[config.mk]
export PLATFORM = sky130hd
export DESIGN_NAME = prog_loader_flat
export DESIGN_NICKNAME = d
export VERILOG_FILES = /design/src/rtl/prog_loader_pkg.sv /design/src/rtl/prog_loader_if.sv /design/src/rtl/prog_loader_timeout.sv /design/src/rtl/prog_loader.sv /design/src/flat_wrapper.sv
export SDC_FILE = /design/constraint.sdc
export NUM_CORES = 1
export LEC_CHECK = 0
export BUFFER_PORTS_ARGS = -buffer_cell sky130_fd_sc_hd__buf_2
export CAP_MARGIN = 15
export CORE_MARGIN = 8
export CORE_UTILIZATION = 23
export DETAILED_ROUTE_END_ITERATION = 10
export PLACE_DENSITY_LB_ADDON = 0.08
export SETUP_SLACK_MARGIN = 0.4
export SYNTH_ARGS = -nofsm -noshare
export SYNTH_HDL_FRONTEND = slang
export SYNTH_SLANG_ARGS = --single-unit
[constraint.sdc]
create_clock -name clk -period 2.2 [get_ports clk]
set_input_delay 0.11 -clock clk [delete_from_list [all_inputs] [get_ports clk]]
set_output_delay 0.11 -clock clk [all_outputs]
set_load 0.05 [all_outputs]
[src/rtl/prog_loader_pkg.sv]
// Shared loader definitions: FSM state encodings, error codes and frame constants.
package prog_loader_pkg;

    typedef enum logic [2:0] {
        ST_IDLE  = 3'd0,
        ST_MAGIC = 3'd1,
        ST_LEN   = 3'd2,
        ST_DATA  = 3'd3,
        ST_CHK   = 3'd4,
        ST_DONE  = 3'd5,
        ST_ERR   = 3'd6
    } ld_state_e;

    typedef enum logic [1:0] {
        ERR_NONE    = 2'd0,
        ERR_MAGIC   = 2'd1,
        ERR_CHKSUM  = 2'd2,
        ERR_TIMEOUT = 2'd3
    } err_code_e;

    localparam logic [7:0] DEFAULT_MAGIC = 8'hA5;

    // A length byte of zero encodes a full 256-byte image.
    function automatic logic [8:0] frame_len(input logic [7:0] len_byte);
        return (len_byte == 8'h00) ? 9'd256 : {1'b0, len_byte};
    endfunction

endpackage

[src/rtl/prog_loader_if.sv]
// Byte-stream input and program-memory write port of the program loader.
interface prog_loader_if #(
    parameter int PM_ADDR_W = 8
);
    logic [7:0]           rx_data;
    logic                 rx_valid;
    logic                 rx_ready;
    logic                 pm_we;
    logic [PM_ADDR_W-1:0] pm_addr;
    logic [7:0]           pm_wdata;

    modport slave (
        input  rx_data,
        input  rx_valid,
        output rx_ready,
        output pm_we,
        output pm_addr,
        output pm_wdata
    );

    modport master (
        output rx_data,
        output rx_valid,
        input  rx_ready,
        input  pm_we,
        input  pm_addr,
        input  pm_wdata
    );
endinterface

[src/rtl/prog_loader_timeout.sv]
// Inter-byte watchdog: down-counter reloaded on clr, expired when it reaches zero.
module loader_timeout #(
    parameter int TIMEOUT = 1000000
) (
    input  logic clk,
    input  logic i_rst,
    input  logic clr,
    input  logic en,
    output logic expired
);
    localparam int CW = (TIMEOUT > 2) ? $clog2(TIMEOUT) : 1;
    // Reload of TIMEOUT-2 lets the FSM land in ERR exactly TIMEOUT cycles after the last handshake.
    localparam logic [CW-1:0] RELOAD = CW'(TIMEOUT - 2);

    logic [CW-1:0] cnt_q, cnt_d;

    always_comb begin
        cnt_d = cnt_q;
        if (clr) begin
            cnt_d = RELOAD;
        end else if (en && (cnt_q != '0)) begin
            cnt_d = cnt_q - CW'(1);
        end
    end

    always_ff @(posedge clk or posedge i_rst) begin
        if (i_rst) begin
            cnt_q <= '0;
        end else begin
            cnt_q <= cnt_d;
        end
    end

    assign expired = (cnt_q == '0);
endmodule

[src/rtl/prog_loader.sv]
// Loads a framed program image (magic, length, payload, checksum) into program memory
// while holding the CPU in reset; releases it only after a clean load.
//
// state | meaning
// IDLE  | waiting for start, stream not accepted
// MAGIC | expecting the magic byte
// LEN   | expecting the payload length (0 = 256)
// DATA  | writing payload bytes to program memory
// CHK   | expecting the checksum byte
// DONE  | one-cycle success pulse
// ERR   | one-cycle error state, err latched
module prog_loader
    import prog_loader_pkg::*;
#(
    parameter int         PM_ADDR_W = 8,
    parameter int         TIMEOUT   = 1000000,
    parameter logic [7:0] MAGIC     = DEFAULT_MAGIC
) (
    input  logic         clk,
    input  logic         i_rst,
    input  logic         start,
    prog_loader_if.slave bus,
    output logic         cpu_rst,
    output logic         busy,
    output logic         done,
    output logic         err,
    output logic [1:0]   err_code
);
    ld_state_e            state_q, state_d;
    logic [PM_ADDR_W-1:0] addr_q, addr_d;
    logic [7:0]           sum_q, sum_d;
    logic [8:0]           rem_q, rem_d;
    logic                 pm_we_q, pm_we_d;
    logic [PM_ADDR_W-1:0] pm_addr_q, pm_addr_d;
    logic [7:0]           pm_wdata_q, pm_wdata_d;
    logic                 err_q, err_d;
    err_code_e            err_code_q, err_code_d;

    logic       active;
    logic       hs;
    logic       tmo_clr;
    logic       tmo_expired;
    logic [7:0] chk_total;

    assign active    = (state_q == ST_MAGIC) || (state_q == ST_LEN) ||
                       (state_q == ST_DATA)  || (state_q == ST_CHK);
    assign hs        = active && bus.rx_valid;
    assign chk_total = sum_q + bus.rx_data;
    assign tmo_clr   = !active || hs || (state_d != state_q);

    loader_timeout #(.TIMEOUT(TIMEOUT)) u_timeout (
        .clk     (clk),
        .i_rst   (i_rst),
        .clr     (tmo_clr),
        .en      (active),
        .expired (tmo_expired)
    );

    always_comb begin
        state_d    = state_q;
        addr_d     = addr_q;
        sum_d      = sum_q;
        rem_d      = rem_q;
        pm_we_d    = 1'b0;
        pm_addr_d  = pm_addr_q;
        pm_wdata_d = pm_wdata_q;
        err_d      = err_q;
        err_code_d = err_code_q;

        case (state_q)
            ST_IDLE: begin
                if (start) begin
                    err_d      = 1'b0;
                    err_code_d = ERR_NONE;
                    state_d    = ST_MAGIC;
                end
            end
            ST_MAGIC: begin
                if (hs) begin
                    if (bus.rx_data == MAGIC) begin
                        state_d = ST_LEN;
                    end else begin
                        state_d    = ST_ERR;
                        err_code_d = ERR_MAGIC;
                    end
                end
            end
            ST_LEN: begin
                if (hs) begin
                    rem_d   = frame_len(bus.rx_data);
                    addr_d  = '0;
                    sum_d   = 8'h00;
                    state_d = ST_DATA;
                end
            end
            ST_DATA: begin
                if (hs) begin
                    pm_we_d    = 1'b1;
                    pm_addr_d  = addr_q;
                    pm_wdata_d = bus.rx_data;
                    addr_d     = addr_q + PM_ADDR_W'(1);
                    sum_d      = sum_q + bus.rx_data;
                    rem_d      = rem_q - 9'd1;
                    if (rem_q == 9'd1) begin
                        state_d = ST_CHK;
                    end
                end
            end
            ST_CHK: begin
                if (hs) begin
                    if (chk_total == 8'h00) begin
                        state_d = ST_DONE;
                    end else begin
                        state_d    = ST_ERR;
                        err_code_d = ERR_CHKSUM;
                    end
                end
            end
            ST_DONE: state_d = ST_IDLE;
            ST_ERR:  state_d = ST_IDLE;
            default: state_d = ST_IDLE;
        endcase

        // An accepted byte in the same cycle always beats the watchdog.
        if (active && !hs && tmo_expired) begin
            state_d    = ST_ERR;
            err_code_d = ERR_TIMEOUT;
        end

        if ((state_d == ST_ERR) && (state_q != ST_ERR)) begin
            err_d = 1'b1;
        end
    end

    always_ff @(posedge clk or posedge i_rst) begin
        if (i_rst) begin
            state_q    <= ST_IDLE;
            addr_q     <= '0;
            sum_q      <= 8'h00;
            rem_q      <= 9'd0;
            pm_we_q    <= 1'b0;
            pm_addr_q  <= '0;
            pm_wdata_q <= 8'h00;
            err_q      <= 1'b0;
            err_code_q <= ERR_NONE;
        end else begin
            state_q    <= state_d;
            addr_q     <= addr_d;
            sum_q      <= sum_d;
            rem_q      <= rem_d;
            pm_we_q    <= pm_we_d;
            pm_addr_q  <= pm_addr_d;
            pm_wdata_q <= pm_wdata_d;
            err_q      <= err_d;
            err_code_q <= err_code_d;
        end
    end

    assign bus.rx_ready = active;
    assign bus.pm_we    = pm_we_q;
    assign bus.pm_addr  = pm_addr_q;
    assign bus.pm_wdata = pm_wdata_q;
    assign busy         = (state_q != ST_IDLE);
    assign cpu_rst      = busy || err_q;
    assign done         = (state_q == ST_DONE);
    assign err          = err_q;
    assign err_code     = err_code_q;
endmodule

[src/flat_wrapper.sv]
// flat-port wrapper written by rule: the top's interface ports become plain ports
module prog_loader_flat import prog_loader_pkg::*;
#(
    parameter int         PM_ADDR_W = 8,
    parameter int         TIMEOUT   = 1000000,
    parameter logic [7:0] MAGIC     = DEFAULT_MAGIC
)
  (clk, i_rst, start, cpu_rst, busy, done, err, err_code, bus_rx_data, bus_rx_valid, bus_rx_ready, bus_pm_we, bus_pm_addr, bus_pm_wdata);
  prog_loader_if #(.PM_ADDR_W(PM_ADDR_W)) bus_i ();
  input  logic clk;
  input  logic i_rst;
  input  logic start;
  output logic cpu_rst;
  output logic busy;
  output logic done;
  output logic err;
  output logic [1:0] err_code;
  input wire logic [$bits(bus_i.rx_data)-1:0] bus_rx_data;
  input wire logic [$bits(bus_i.rx_valid)-1:0] bus_rx_valid;
  output wire logic [$bits(bus_i.rx_ready)-1:0] bus_rx_ready;
  output wire logic [$bits(bus_i.pm_we)-1:0] bus_pm_we;
  output wire logic [$bits(bus_i.pm_addr)-1:0] bus_pm_addr;
  output wire logic [$bits(bus_i.pm_wdata)-1:0] bus_pm_wdata;
  assign bus_i.rx_data = bus_rx_data;
  assign bus_i.rx_valid = bus_rx_valid;
  assign bus_rx_ready = bus_i.rx_ready;
  assign bus_pm_we = bus_i.pm_we;
  assign bus_pm_addr = bus_i.pm_addr;
  assign bus_pm_wdata = bus_i.pm_wdata;
  prog_loader #(.PM_ADDR_W(PM_ADDR_W), .TIMEOUT(TIMEOUT), .MAGIC(MAGIC)) u_core (.clk(clk), .i_rst(i_rst), .start(start), .bus(bus_i), .cpu_rst(cpu_rst), .busy(busy), .done(done), .err(err), .err_code(err_code));
endmodule
* Yosys cells after proc, flatten, opt, wreduce, memory -nomap -nowiden *
Index checks and enable logic that the tools add are counted.

storage, ports and cells
  bits in registers = 68
  bits in latches = 0
  bits in writable memories = 0
  memory bits (read-only) = 0
  output and inout port bits = 24
  memories kept = 0

operators by class
  $add $sub $neg = 4
  multiply operators = 0
  divide/modulo/power cells = 0
  $lt $le $gt $ge = 0
  eq/ne operators = 17
  shift-type cells = 0
  multiplexer cells = 33
  bitwise operators = 0
  reductions and logical operators = 28

operators with widths
  cell                                                number
  two-way mux 20 bit                                  2
  one-hot mux 8 bit (2 select lines)                  2
  two-way mux 9 bit                                   3
  two-way mux 3 bit                                   8
  two-way mux 8 bit                                   3
  zero test 20 bit                                    1
  nonzero test 20 bit                                 1
  subtractor 20 x 1 -> 20 bit, second input constant  1
  one-hot mux 9 bit (2 select lines)                  1
  zero test 8 bit                                     2
  one-hot mux 3 bit (5 select lines)                  1
  two-way mux 2 bit                                   7
  == test 3 bit, second input constant                3
  == test 9 x 1 -> 1 bit, second input constant       1
  != test 3 x 2 -> 1 bit, second input constant       3
  != test 3 bit, second input constant                3
  subtractor 9 x 1 -> 9 bit, second input constant    1
  adder 8 x 1 -> 8 bit, second input constant         1
  adder 8 bit                                         1
  == test 8 bit, second input constant                1
  nonzero test 2 bit                                  4
  == test 3 x 2 -> 1 bit, second input constant       2
  logical OR 1 bit                                    6
  one-hot mux 2 bit (3 select lines)                  1
  other kinds (12)                                    23

* Logic depth before layout (Yosys ltp) *
  word-level depth = 13
  depth in mapped cells = 9
  mapped depth without buffers = 9

* Modules after synthesis *
From an unflattened synthesis, not the netlist that was laid out.

unflattened totals
  cell total of the unflattened synthesis = 437
  area total of the unflattened synthesis = 3,990.1 um2

by module, submodules not included
  module          instances  cells an instance  area an instance (um2)
  prog_loader     1          310                2,741.4
  loader_timeout  1          127                1,248.7

* Worst setup path after synthesis *
OpenSTA, ideal clock, no wires.

  path kind = register -> register
  start point = reg u_core.sum_q[0]
  end point = reg u_core.state_q[1]
  arrival time = 2.228 ns
  path slack = -0.162 ns
  cell stages (with the launch flop) = 10
  path buffers = 0
  clock period less this slack = 2.362 ns
  cells stage by stage = dfrtp_1 -> ha_1 -> inv_1 -> fa_1 -> and2b_2 -> o221ai_2 -> mux2_4 -> a2111oi_4 -> and4b_1 -> o211ai_1

on the way
  cells in the longest elaborated chain, start to end = 6

ends and longest elaborated chain
  what                                RTL line            RTL
  start, declared                     prog_loader.sv:31   logic [7:0] sum_q, sum_d;
  start signal, assigned              prog_loader.sv:149  sum_q <= sum_d;
  adder 8 bit                         prog_loader.sv:48   assign chk_total = sum_q + bus.rx_data;
  zero test 8 bit                     prog_loader.sv:111  if (chk_total == 8'h00) begin
  two-way mux 2 bit                   prog_loader.sv:111
  two-way mux 3 bit                   prog_loader.sv:110  if (hs) begin
  one-hot mux 3 bit (5 select lines)  prog_loader.sv:70   case (state_q)
  two-way mux 3 bit                   prog_loader.sv:125  if (active && !hs && tmo_expired) begin
  via u_core.state_d[1]               prog_loader.sv:29   ld_state_e state_q, state_d;
  end signal, assigned                prog_loader.sv:147  state_q <= state_d;
  end, declared                       prog_loader.sv:29

The timed path passes the listed nets, and every way through them passes these cells.
A chain may end at the register's enable or synchronous reset.

* Worst setup path after layout *
Ends and elaborated chain as after synthesis.

==> run_results.csv <==
group,metric,value,unit
placed_design,place.gp.congestion,0.8010,
floorplan,io_pins,36,
floorplan,initial_core_util,0.2325,
grt,grt_max_degree,42,
grt,grt_usage,0.1124,
timing,post-route-min-period,2325,ps
layout,syn_to_final_growth,33.12,%
clocking,cts_made_buffers,9,
drt,firstDrtPassIters,4,
grt,antenna_found_initial,0,
clocking,cts_tree,"done",
logic_synthesis,synth_cell_type_count,61,
critical_path,cp_max_fo,3,
logic_synthesis,yosysWarnings,0,
worst_hold_path,hold_depth,3,
critical_path,path_class,"reg -> reg",
timing,finalHoldViolCount,0,
drt,wirelength,10540,um
layout,layout-drive-gt1-share,0.2816,
drt,wire_per_inst,14.92,um
timing,fin_skew,5.800,ps
timing,slew-limit-headroom,0.5474,
logic_synthesis,synth_fp_nets,436,
floorplan,row_count,46,
clocking,h-tree-depth,3,
critical_path,r2r_start,"u_core.sum_q[0]$_DFFE_PP0P_",
timing,fin_ws,-125.1,ps
logic_synthesis,netlist_area,3654,um^2
drt,drc,0,
clocking,clkTransAtPathRegs,60,ps
floorplan,fp.dieArea,20170,um^2
grt,grt.overflow.total,0,
floorplan,die_h,142.0,um
layout,num_antenna_cells,0,
critical_path,r2r_slack,-130,ps
run,drv_cap,0,
logic_synthesis,synth_edf_count,0,
drt,vias,3136,
critical_path,critPathSlowestCell,"dfrtp_1",
timing,rsz0062_at_grt,"true",
critical_path,reg2reg_depth,9,
timing,setup_viol,6,
critical_path,end_kind,"flop",
timing,final_max_slew_viol_count,0,
floorplan,core_area,15710,um^2
layout,finalNetCount,509,
critical_path,cp.arrival,2540,ps
layout,fin_cells,706,
timing,hold_ws,45.74,ps
grt,grt_pass1_vias,3242,
pwr,leakage,2.120,nW
pwr,ir_drop,380.3,uV
logic_synthesis,synthTopCellsByArea,"dfrtp_1 (47%), nand2_1 (11%), xnor2_1 (4.1%)",
timing,setup_tns,-499.1,ps
status,violations,"setup timing",
logic_synthesis,synth_flop_cell,"dfrtp_1",
status,outcome,"finished with violations",
logic_synthesis,synth_top_area_frac,0.4658,
critical_path,cpPeakStageDelay,350,ps
clocking,cts.sinks,68,
placed_design,numPortBuffers,35,
logic_synthesis,syn_inst,412,
logic_synthesis,syn-mean-instance-area,8.868,um^2
critical_path,crit_path_start_kind,"flop",
timing,finalCritPeriodShare,1.057,
layout,post-route-util,0.3095,
timing,worst_pin_slew,677.5,ps
worst_hold_path,hp-start,"bus_rx_data[4]",
worst_hold_path,hold_class,"in -> reg",
logic_synthesis,yosysTopAreaCell,"dfrtp_1",
clocking,insertion_delay,340,ps
logic_synthesis,ys_async_sr_fraction,1.000,
timing,fmax,0.4301,GHz
worst_hold_path,hold_path_end,"u_core.bus.pm_wdata[4]$_DFFE_PP0P_",
clocking,cts-root-buf,"clkbuf_16",
drt,drtIter0Drc,175,
logic_synthesis,ys_seq_area_frac,0.4658,
logic_synthesis,synth_common_cells,"nand2_1 (104), dfrtp_1 (68), nor2_1 (37)",
logic_synthesis,yosysMostFrequentCell,"nand2_1",
floorplan,die-width,142.0,um
critical_path,r2r-end,"u_core.state_q[1]$_DFF_PP0_",
logic_synthesis,synth-seq-cells,68,
clocking,clockBufferDepth,2,
placed_design,dp_cells,671,
critical_path,cp_data_required_time,2410,ps
drt,avgViaCountPerCell,4.442,
critical_path,cp_cell_sequence,"ha_2 > inv_2 > fa_2 > and2b_2 > o221ai_2 > mux2_4 > a2111oi_4 > and4b_1 > o211ai_1",
pwr,power.density,1299,nW/um^2
grt,grt_pass1_wl,17470,um
placed_design,dp.final_hpwl,7393,um
drt,detail-route-antenna-nets,0,
placed_design,pre_cts_slack,-130.8,ps
==> placed cells by master, fill, tap and decap left out, types with 3 or more instances in the layout <==
cell        Yosys  routed
nor3_1         10       7
or3_1           4       4
nor4_4          1       4
xnor2_1        17      15
dfrtp_1        68      66
nand2_1       104      98
and3_1          7       6
ha_1           11       9
clkinvlp_4      0       3
xor2_1          4       4
a21oi_1        19      19
nand2b_1        3       3
nand3_1         7       7
buf_2           3      35
inv_1          12      10
nor2_1         37      34
o21ai_0        27      26
o31ai_1         6       6
buf_6           0       6
o21a_1          3       3
nor3_2          2       5
clkbuf_16       0       9
o22a_1          4       4
nand2_2         0       4
nand4_1         3       3
o22ai_1         3       3
buf_4           0      33
==> timing repair <==
action                                  in CTS  in global routing
hold buffers                                 1                  0
endpoints found under the setup margin      42                 35
hold endpoints to repair                    27                  0
pin swaps                                   16                 11
resized for setup                           23                 25
buffers inserted                            13                  5
==> critical path: cells and delay by family (launching register included) <==
family                     cells  cell delay [ps]
AOI/OAI and AO/OA              3              440
DFF                            1              350
buffers and inverters          1               40
muxes                          1              320
adders and majority gates      2              520
and+or+nand+nor                2              530
==> cells by family after synthesis <==
family,count (synthesis),synth area share
flip-flops,68,0.4658
XOR/XNOR,21,0.05034
multiplexers,3,0.009930
buffers and inverters,28,0.02979
adder cells (fa/ha/maj),12,0.04315
AO/OA/AOI/OAI,76,0.1325
AND/OR/NAND/NOR,204,0.2685
==> layout make-up <==
| cell class | instances | area, um^2 |
|---|---|---|
| repair buffers | 76 | 520.5 |
| clock buffers | 9 | 225.2 |
| multi-input cells | 316 | 2008 |
| flip-flops and latches | 68 | 1704 |
| clock inverters | 7 | 76.32 |
| fillers | 1662 | 10850 |
| well taps | 216 | 270.3 |
| inverters | 14 | 58.81 |
==> per-stage QoR <==
step,instance area (um^2),total power (W)
after floorplan,3660,0.003877
final,4863,0.006317
after global placement,4227,0.004684
after CTS,4721,0.006351
after detailed placement,4227,0.004689
after global routing,4863,0.006818
==> layer usage <==
metal / part of all wire / GRT usage / vias up
li1: - / - / 1565
met3: 0.042 / 0.03153 / 12
met2: 0.47 / 0.1777 / 41
met1: 0.47 / 0.1412 / 1518
met4: 0.017 / 0.04579 / 0
met5: 0 / 0 / -
==> worst max-delay path by stage <==
stage	from	endpoint	slack, ps	depth (start not counted)
after global routing	u_core.sum_q[0]$_DFFE_PP0P_	u_core.state_q[1]$_DFF_PP0_	-240	9
final	u_core.sum_q[0]$_DFFE_PP0P_	u_core.state_q[1]$_DFF_PP0_	-130	9
after detailed placement	u_core.sum_q[0]$_DFFE_PP0P_	u_core.state_q[1]$_DFF_PP0_	-130	9
after floorplan	u_core.sum_q[0]$_DFFE_PP0P_	u_core.state_q[1]$_DFF_PP0_	30	9
after global placement	u_core.sum_q[0]$_DFFE_PP0P_	u_core.state_q[1]$_DFF_PP0_	-90	9
after CTS	u_core.sum_q[0]$_DFFE_PP0P_	u_core.state_q[1]$_DFF_PP0_	-120	9
==> sequential cells by signal, summed over array words and instances, names as in the netlist <==
| register | flops |
|---|---|
| u_core.u_timeout.cnt_q | 20 |
| u_core.rem_q | 9 |
| u_core.addr_q | 8 |
| u_core.bus.pm_addr | 8 |
| u_core.bus.pm_wdata | 8 |
| u_core.sum_q | 8 |
| u_core.state_q | 3 |
| u_core.err_code | 2 |
| u_core.bus.pm_we | 1 |
| u_core.err | 1 |
==> power breakdown <==
group	internal (W)	switching [W]
Combinational	0.00107	0.00182
Clock	0.000883	0.000601
Sequential	0.00163	0.000318
Total	0.00358	0.00274
Note: power is estimated with default switching activity, not from simulation.
